$ cat src/rtl/router_pkg.sv
// Shared constants for the 1x3 router datapath: byte width, header field
// positions and the reserved (never routed) address code.
package router_pkg;

    localparam int          DATA_W_DFLT       = 8;
    localparam logic [1:0]  ADDR_INVALID_DFLT = 2'b11;

    // Header byte layout: {payload_len[LEN_W-1:0], addr[1:0]}
    localparam int          ADDR_LSB = 0;
    localparam int          ADDR_W   = 2;
    localparam int          LEN_LSB  = 2;
    localparam int          LEN_W    = 6;

endpackage

$ cat src/rtl/router_reg.sv
// Router datapath register stage: latches the header, steers payload/parity
// bytes to the FIFOs (with a one-byte hold while the FIFO is full) and checks parity.
module router_reg
    import router_pkg::*;
#(
    parameter int         DATA_W       = DATA_W_DFLT,
    parameter logic [1:0] ADDR_INVALID = ADDR_INVALID_DFLT
) (
    input  logic              clock,
    input  logic              resetn,
    input  logic              pkt_valid,
    input  logic [DATA_W-1:0] data_in,
    input  logic              fifo_full,
    input  logic              detect_add,
    input  logic              lfd_state,
    input  logic              ld_state,
    input  logic              full_state,
    input  logic              laf_state,
    input  logic              rst_int_reg,
    output logic [DATA_W-1:0] dout,
    output logic              parity_done,
    output logic              low_pkt_valid,
    output logic              err
);

    logic [DATA_W-1:0] r_header;
    logic [DATA_W-1:0] r_hold;
    logic [DATA_W-1:0] r_int_parity;
    logic [DATA_W-1:0] r_pkt_parity;
    logic [DATA_W-1:0] r_dout;
    logic              r_parity_done;
    logic              r_low_pkt_valid;
    logic              r_err;

    logic w_hdr_ok;
    logic w_ld_byte;
    logic w_ld_parity;
    logic w_pd_set;

    function automatic logic parity_mismatch(input logic [DATA_W-1:0] calc,
                                             input logic [DATA_W-1:0] rcvd);
        return (calc != rcvd);
    endfunction

    // full_state is a pure hold cycle for this block; it only matters to the FSM.
    assign w_hdr_ok    = detect_add && pkt_valid &&
                         (data_in[ADDR_LSB +: ADDR_W] != ADDR_INVALID);
    assign w_ld_byte   = ld_state && pkt_valid;
    assign w_ld_parity = ld_state && !pkt_valid;
    assign w_pd_set    = (w_ld_parity && !fifo_full) || (laf_state && r_low_pkt_valid);

    always_ff @(posedge clock or negedge resetn) begin
        if (!resetn) begin
            r_header <= '0;
            r_hold   <= '0;
            r_dout   <= '0;
        end else begin
            if (w_hdr_ok)
                r_header <= data_in;
            if (ld_state && fifo_full)
                r_hold <= data_in;
            if (lfd_state)
                r_dout <= r_header;
            else if (ld_state && !fifo_full)
                r_dout <= data_in;
            else if (laf_state)
                r_dout <= r_hold;
        end
    end

    // Parity is accumulated at ld_state regardless of fifo_full, so a byte
    // parked in r_hold is counted on arrival and not again when replayed.
    always_ff @(posedge clock or negedge resetn) begin
        if (!resetn) begin
            r_int_parity <= '0;
            r_pkt_parity <= '0;
        end else begin
            if (lfd_state)
                r_int_parity <= r_header;
            else if (w_ld_byte)
                r_int_parity <= r_int_parity ^ data_in;
            if (w_ld_parity)
                r_pkt_parity <= data_in;
        end
    end

    always_ff @(posedge clock or negedge resetn) begin
        if (!resetn) begin
            r_low_pkt_valid <= 1'b0;
            r_parity_done   <= 1'b0;
            r_err           <= 1'b0;
        end else begin
            if (w_ld_parity)
                r_low_pkt_valid <= 1'b1;
            else if (rst_int_reg)
                r_low_pkt_valid <= 1'b0;

            if (w_pd_set)
                r_parity_done <= 1'b1;
            else if (detect_add)
                r_parity_done <= 1'b0;

            // err persists through the next header decode so the FSM can see it.
            if (lfd_state)
                r_err <= 1'b0;
            else if (rst_int_reg)
                r_err <= parity_mismatch(r_int_parity, r_pkt_parity);
        end
    end

    assign dout          = r_dout;
    assign parity_done   = r_parity_done;
    assign low_pkt_valid = r_low_pkt_valid;
    assign err           = r_err;

endmodule

$ cat config.mk
export PLATFORM = sky130hd
export DESIGN_NAME = router_reg
export DESIGN_NICKNAME = d
export VERILOG_FILES = /design/src/rtl/router_pkg.sv /design/src/rtl/router_reg.sv
export SDC_FILE = /design/constraint.sdc
export NUM_CORES = 1
export LEC_CHECK = 0
export ABC_AREA = 0
export BUFFER_PORTS_ARGS = -buffer_cell sky130_fd_sc_hd__buf_4
export CAP_MARGIN = 20
export CORE_MARGIN = 10
export CORE_UTILIZATION = 56
export CTS_CLUSTER_SIZE = 8
export DETAILED_ROUTE_END_ITERATION = 8
export PLACE_DENSITY = 0.78
export SLEW_MARGIN = 20
export SYNTH_ARGS = -nofsm -noshare
export SYNTH_HDL_FRONTEND = slang
export SYNTH_SLANG_ARGS = --single-unit
$ cat constraint.sdc
create_clock -name clock -period 1.3 [get_ports clock]
set_clock_uncertainty 0.1 [all_clocks]
set_input_delay 0.195 -clock clock [delete_from_list [all_inputs] [get_ports clock]]
set_output_delay 0.195 -clock clock [all_outputs]
set_load 0.01 [all_outputs]
; After elaboration in Yosys (flattened, before gate mapping)
; Index checks and enable logic that the tools add are counted.
; Widths: inputs -> output; s select.
[totals]
ff_bits = 43
elab_cells = 38
input_bits = 18
[op_classes]
n_mux = 11
n_bitwise = 1
reduce_logical = 16
n_eq_ne = 2
[ops]
columns = op, n
row1 = $mux 8, 5
row2 = $logic_and 1x1->1, 8
row3 = $ne 8x8->1, 1
row4 = $reduce_bool 2->1, 4
row5 = $xor 8x8->8, 1
row6 = $mux 1, 6
row7 = $reduce_bool 3->1, 1
row8 = $logic_not 1->1, 2
row9 = $ne 2x2->1 const B, 1
row10 = $logic_or 1x1->1, 1

; Longest topological paths before layout
[logic_depth]
word_depth = 5
mapped_depth = 5
ltp_nobuf = 3

; Worst setup path after synthesis
; No wires, ideal clock.
[synth_path]
path_kind = input port to flip-flop
startpoint = in ld_state
endpoint = reg r_hold[0]
stages = 4
path_buffers = 2
path_slack_ns = 0.165
required_time_ns = 1.075
arrival_time_ns = 0.910
setup_time_ns = 0.125
cell_sequence = buf_6 -> buf_6 -> nand2_2 -> mux2_2
[synth_between]
elab_chain_cells = 1
[synth_rtl]
columns = element, line
row1 = from (decl), router_reg.sv:16  ; input logic ld_state,
row2 = $logic_and 1x1->1, router_reg.sv:60  ; if (ld_state && fifo_full)
row3 = to (signal assigned), router_reg.sv:61  ; r_hold <= data_in;
row4 = to (decl), router_reg.sv:27  ; logic [DATA_W-1:0] r_hold;
; Every way passes these cells.
; A chain may end at the register's enable or synchronous reset.

; Final worst setup path
[layout_path]
startpoint = in data_in[7]
endpoint = reg r_dout[7], in the netlist dout[7]
[layout_between]
elab_chain_cells = 2
[layout_rtl]
columns = element, line
row1 = from (decl), router_reg.sv:12  ; input logic [DATA_W-1:0] data_in,
row2 = $mux 8, router_reg.sv:64  ; else if (ld_state && !fifo_full)
row3 = $mux 8, router_reg.sv:62  ; if (lfd_state)
row4 = to (signal assigned), router_reg.sv:63  ; r_dout <= r_header;
row5 = to (signal assigned), router_reg.sv:65  ; r_dout <= data_in;
row6 = to (signal assigned), router_reg.sv:67  ; r_dout <= r_hold;
row7 = to (decl), router_reg.sv:30  ; logic [DATA_W-1:0] r_dout;
; Every way passes these cells.

==> qor.tcl <==
set qor(p_leak_nw) 1.04
set qor(unrepaired_setup_endpoints_after_global_routing) {false}
set qor(worst_setup_path_start_kind) {input port}
set qor(cts.root.buffer_cell) {sky130_fd_sc_hd__clkbuf_4}
set qor(via_count) 1396
set qor(cts_buffers) 5
set qor(antenna_found_initial) 0
set qor(final_worst_path_setup_slack_ns) 0.0321
set qor(placement_rows) 21
set qor(register_clock_pin_slew_on_the_reported_worst_setup_and_hold_paths_ns) 0.12
set qor(routedWlPerCell_um) 18.9
set qor(finalCritPeriodShare_pct) 97.5
set qor(postLayoutCoreUtil_pct) 69.0
set qor(grtUsageTotal_pct) 14.9
set qor(start_util_pct) 59.2
set qor(end_kind) {flip-flop}
set qor(post_synthesis_cell_type_with_the_largest_combined_area) {sky130_fd_sc_hd__dfrtp_1}
set qor(worst_ep_required_time_ns) 1.43
set qor(antenna_violating_nets_post_route) 0
set qor(dp_worst_slack_ns) 0.0126
set qor(critical-path-top-delay-family) {buffers and inverters}
set qor(nNetsFinal) 212
set qor(post-route-min-period_ns) 1.27
set qor(timing_max_transition_violations_final) 0
set qor(die_h_um) 80.1
set qor(global_route.overflow_total) 0
set qor(synthesis.nets) 178
set qor(cp.arrival_ns) 1.40
set qor(clkSinkCount) 43
set qor(final_hold_vios) 0
set qor(timing.hold.worst.class) {in2reg}
set qor(clk_latency_ns) 0.34
set qor(crit_buf_inv) 2
set qor(synthDistinctLibCells) 28
set qor(relSlewSlack_pct) 63.6
set qor(design.core.area_mm2) 0.00342
set qor(critical-path-max-stage-delay_ns) 0.54
set qor(worstPathCellList) {dlygate4sd3_1, buf_4, and3b_1, a311oi_1, o2bb2ai_1}
set qor(ys_seq_elements) 43
set qor(synth.yosys.warnings) 0
set qor(drc) 0
set qor(synth.top_cells.by_area) {sky130_fd_sc_hd__dfrtp_1 53%, sky130_fd_sc_hd__mux2_2 12%, sky130_fd_sc_hd__a311oi_1 3.5%}
set qor(max_cap_violations) 0
set qor(grt_pass1_wl_mm) 7.47
set qor(vias_in_the_first_global_route) 1533
set qor(die_area_mm2) 0.00641
set qor(synth_seq_area_share_pct) 53.2
set qor(crit_path_max_delay_cell_type) {sky130_fd_sc_hd__dlygate4sd3_1}
set qor(criticalPathCategory) {in2reg}
set qor(worstPathMaxFanout) 5
set qor(tightestPinTransition_ns) 0.546
set qor(cts_buffer_depth) 2
set qor(synth_area_per_cell_um2) 12.6
set qor(finalSetupViolations) 0
set qor(die_w_um) 80.1
set qor(post_route_cells_drive_above_1_share_pct) 35.9
set qor(syn-cell-area_mm2) 0.00202
set qor(yosys.area.top_type_share_pct) 53.2
set qor(post_cts_buffers) 0
set qor(finalWirelength_mm) 4.56
set qor(setup_total_negative_slack_ns) 0
set qor(pin_count_of_the_biggest_net_entering_global_routing) 44
set qor(post_cts_resize_count) 0
set qor(antenna-diode-count) 0
set qor(drt-pass1-iter-count) 4
set qor(drt_first_iter_violations) 131
set qor(peakVddDrop_uv) 811
set qor(numPortBuffers) 27
set qor(globalplace.congestion) 0.777
set qor(area_growth_syn_to_layout_pct) 16.6
set qor(cts.htree.levels) 2
set qor(postSynthCellCount) 160
set qor(vias_per_cell) 5.79
set qor(hpwl_mm) 3.12
set qor(power-per-cell-area_mw_per_mm2) 1300
set qor(max_clock_freq_mhz) 789
set qor(outcome) {finished, final reports clean}
set qor(clock_tree_from_tritoncts) {yes}
set qor(pin_count) 29
set qor(ctsHoldBuffers) 3
flip-flops by register name (all words and copies together) (netlist names):
signal and flops:
err 1, low_pkt_valid 1, dout 8, r_hold 8, parity_done 1, r_header 8
r_int_parity 8, r_pkt_parity 8
where the power goes:
| group | total, mW | internal (mW) | switching, mW |
|---|---|---|---|
| combinational | 0.655 | 0.351 | 0.304 |
| sequential | 1.68 | 1.54 | 0.135 |
| clock | 0.734 | 0.319 | 0.415 |
| total | 3.07 | 2.22 | 0.853 |
placed cells by master, fill, tap and decap left out, drive strengths merged, types with 2 or more instances in the layout:
| cell | count |
|---|---|
| dfrtp | 43 |
| buf | 32 |
| mux2 | 22 |
| nor2 | 12 |
| nand3 | 9 |
| xor2 | 8 |
| a21oi | 8 |
| a311oi | 8 |
| o2bb2ai | 8 |
| xnor2 | 8 |
| and3b | 8 |
| clkbuf | 8 |
| dlygate4sd3 | 4 |
| nand2 | 4 |
| inv | 3 |
| nand2b | 2 |
| o22a | 2 |
cells in the mapped netlist:
| cell | instances |
|---|---|
| sky130_fd_sc_hd__inv_1 | 3 |
| sky130_fd_sc_hd__a311oi_1 | 8 |
| sky130_fd_sc_hd__mux2_2 | 22 |
| sky130_fd_sc_hd__clkbuf_2 | 1 |
| sky130_fd_sc_hd__and3b_1 | 5 |
| sky130_fd_sc_hd__nand2_2 | 1 |
| sky130_fd_sc_hd__buf_2 | 1 |
| sky130_fd_sc_hd__and3b_2 | 3 |
| sky130_fd_sc_hd__xnor2_1 | 8 |
| sky130_fd_sc_hd__o21ai_0 | 1 |
| sky130_fd_sc_hd__o22a_1 | 2 |
| sky130_fd_sc_hd__nand3_1 | 9 |
| sky130_fd_sc_hd__o221ai_1 | 1 |
| sky130_fd_sc_hd__dfrtp_1 | 43 |
| sky130_fd_sc_hd__o31a_1 | 1 |
| sky130_fd_sc_hd__nand2_1 | 2 |
| sky130_fd_sc_hd__nor2_1 | 12 |
| sky130_fd_sc_hd__nand2_4 | 1 |
| sky130_fd_sc_hd__nand2b_4 | 2 |
| sky130_fd_sc_hd__o2bb2ai_1 | 8 |
| sky130_fd_sc_hd__xor2_1 | 8 |
| sky130_fd_sc_hd__nor3b_4 | 1 |
| sky130_fd_sc_hd__clkbuf_1 | 2 |
| sky130_fd_sc_hd__buf_6 | 4 |
| sky130_fd_sc_hd__a21o_4 | 1 |
| sky130_fd_sc_hd__nand4_1 | 1 |
| sky130_fd_sc_hd__a21oi_1 | 8 |
| sky130_fd_sc_hd__buf_4 | 1 |
metrics by stage:
step	power, mW	std cells	hold WS (ns)	area (um2)
2_1_floorplan	2.09	160	-0.201	2020
3_3_place_gp	2.32	229	0.101	2250
3_5_place_dp	2.36	229	0.113	2250
4_1_cts	3.09	240	0.00635	2350
5_1_grt	3.23	241	0.00125	2360
6_report	3.07	241	0.0113	2360
worst paths after layout:
check | from | endpoint | slack (ns) | depth (start not counted)
max | data_in[7] | dout[7]$_DFFE_PN0P_ | 0.03 | 5
min | data_in[3] | r_hold[3]$_DFFE_PN0P_ | 0.01 | 2
max reg2reg | r_int_parity[1]$_DFFE_PN0P_ | err$_DFFE_PN0P_ | 0.09 | 3
min reg2reg | dout[5]$_DFFE_PN0P_ | dout[5]$_DFFE_PN0P_ | 0.41 | 1
max in group asynchronous | resetn | dout[4]$_DFFE_PN0P_ | 0.46 | 2
min in group asynchronous | resetn | r_int_parity[1]$_DFFE_PN0P_ | 0.26 | 2
layer usage:
metal / vias up / track usage [%] / wire (um)
li1: 651 / - / -
met3: 4 / 4.68 / 300
met5: - / 0 / 0
met1: 704 / 17.4 / 1950
met2: 37 / 24.6 / 2270
met4: 0 / 6.51 / 34
logic make-up (layout without fill, tap and decap cells):
family          after synthesis  in the layout  synth area share (%)
mux                          22             22                  12.3
xor+xnor                     16             16                  6.93
buf+inv                      12             47                  4.02
flops                        43             43                  53.2
compound gates               30             30                  11.6
simple gates                 37             37                  11.9
layout make-up:
cell class | count | area, um2
Sequential cell | 43 | 1080
Fill cell | 259 | 1060
Multi-Input combinational cell | 105 | 865
Timing Repair Buffer | 36 | 280
Clock buffer | 8 | 68.8
Tap cell | 46 | 57.6
Inverter | 3 | 11.3
No activity file was read; power rests on OpenSTA's default activity.
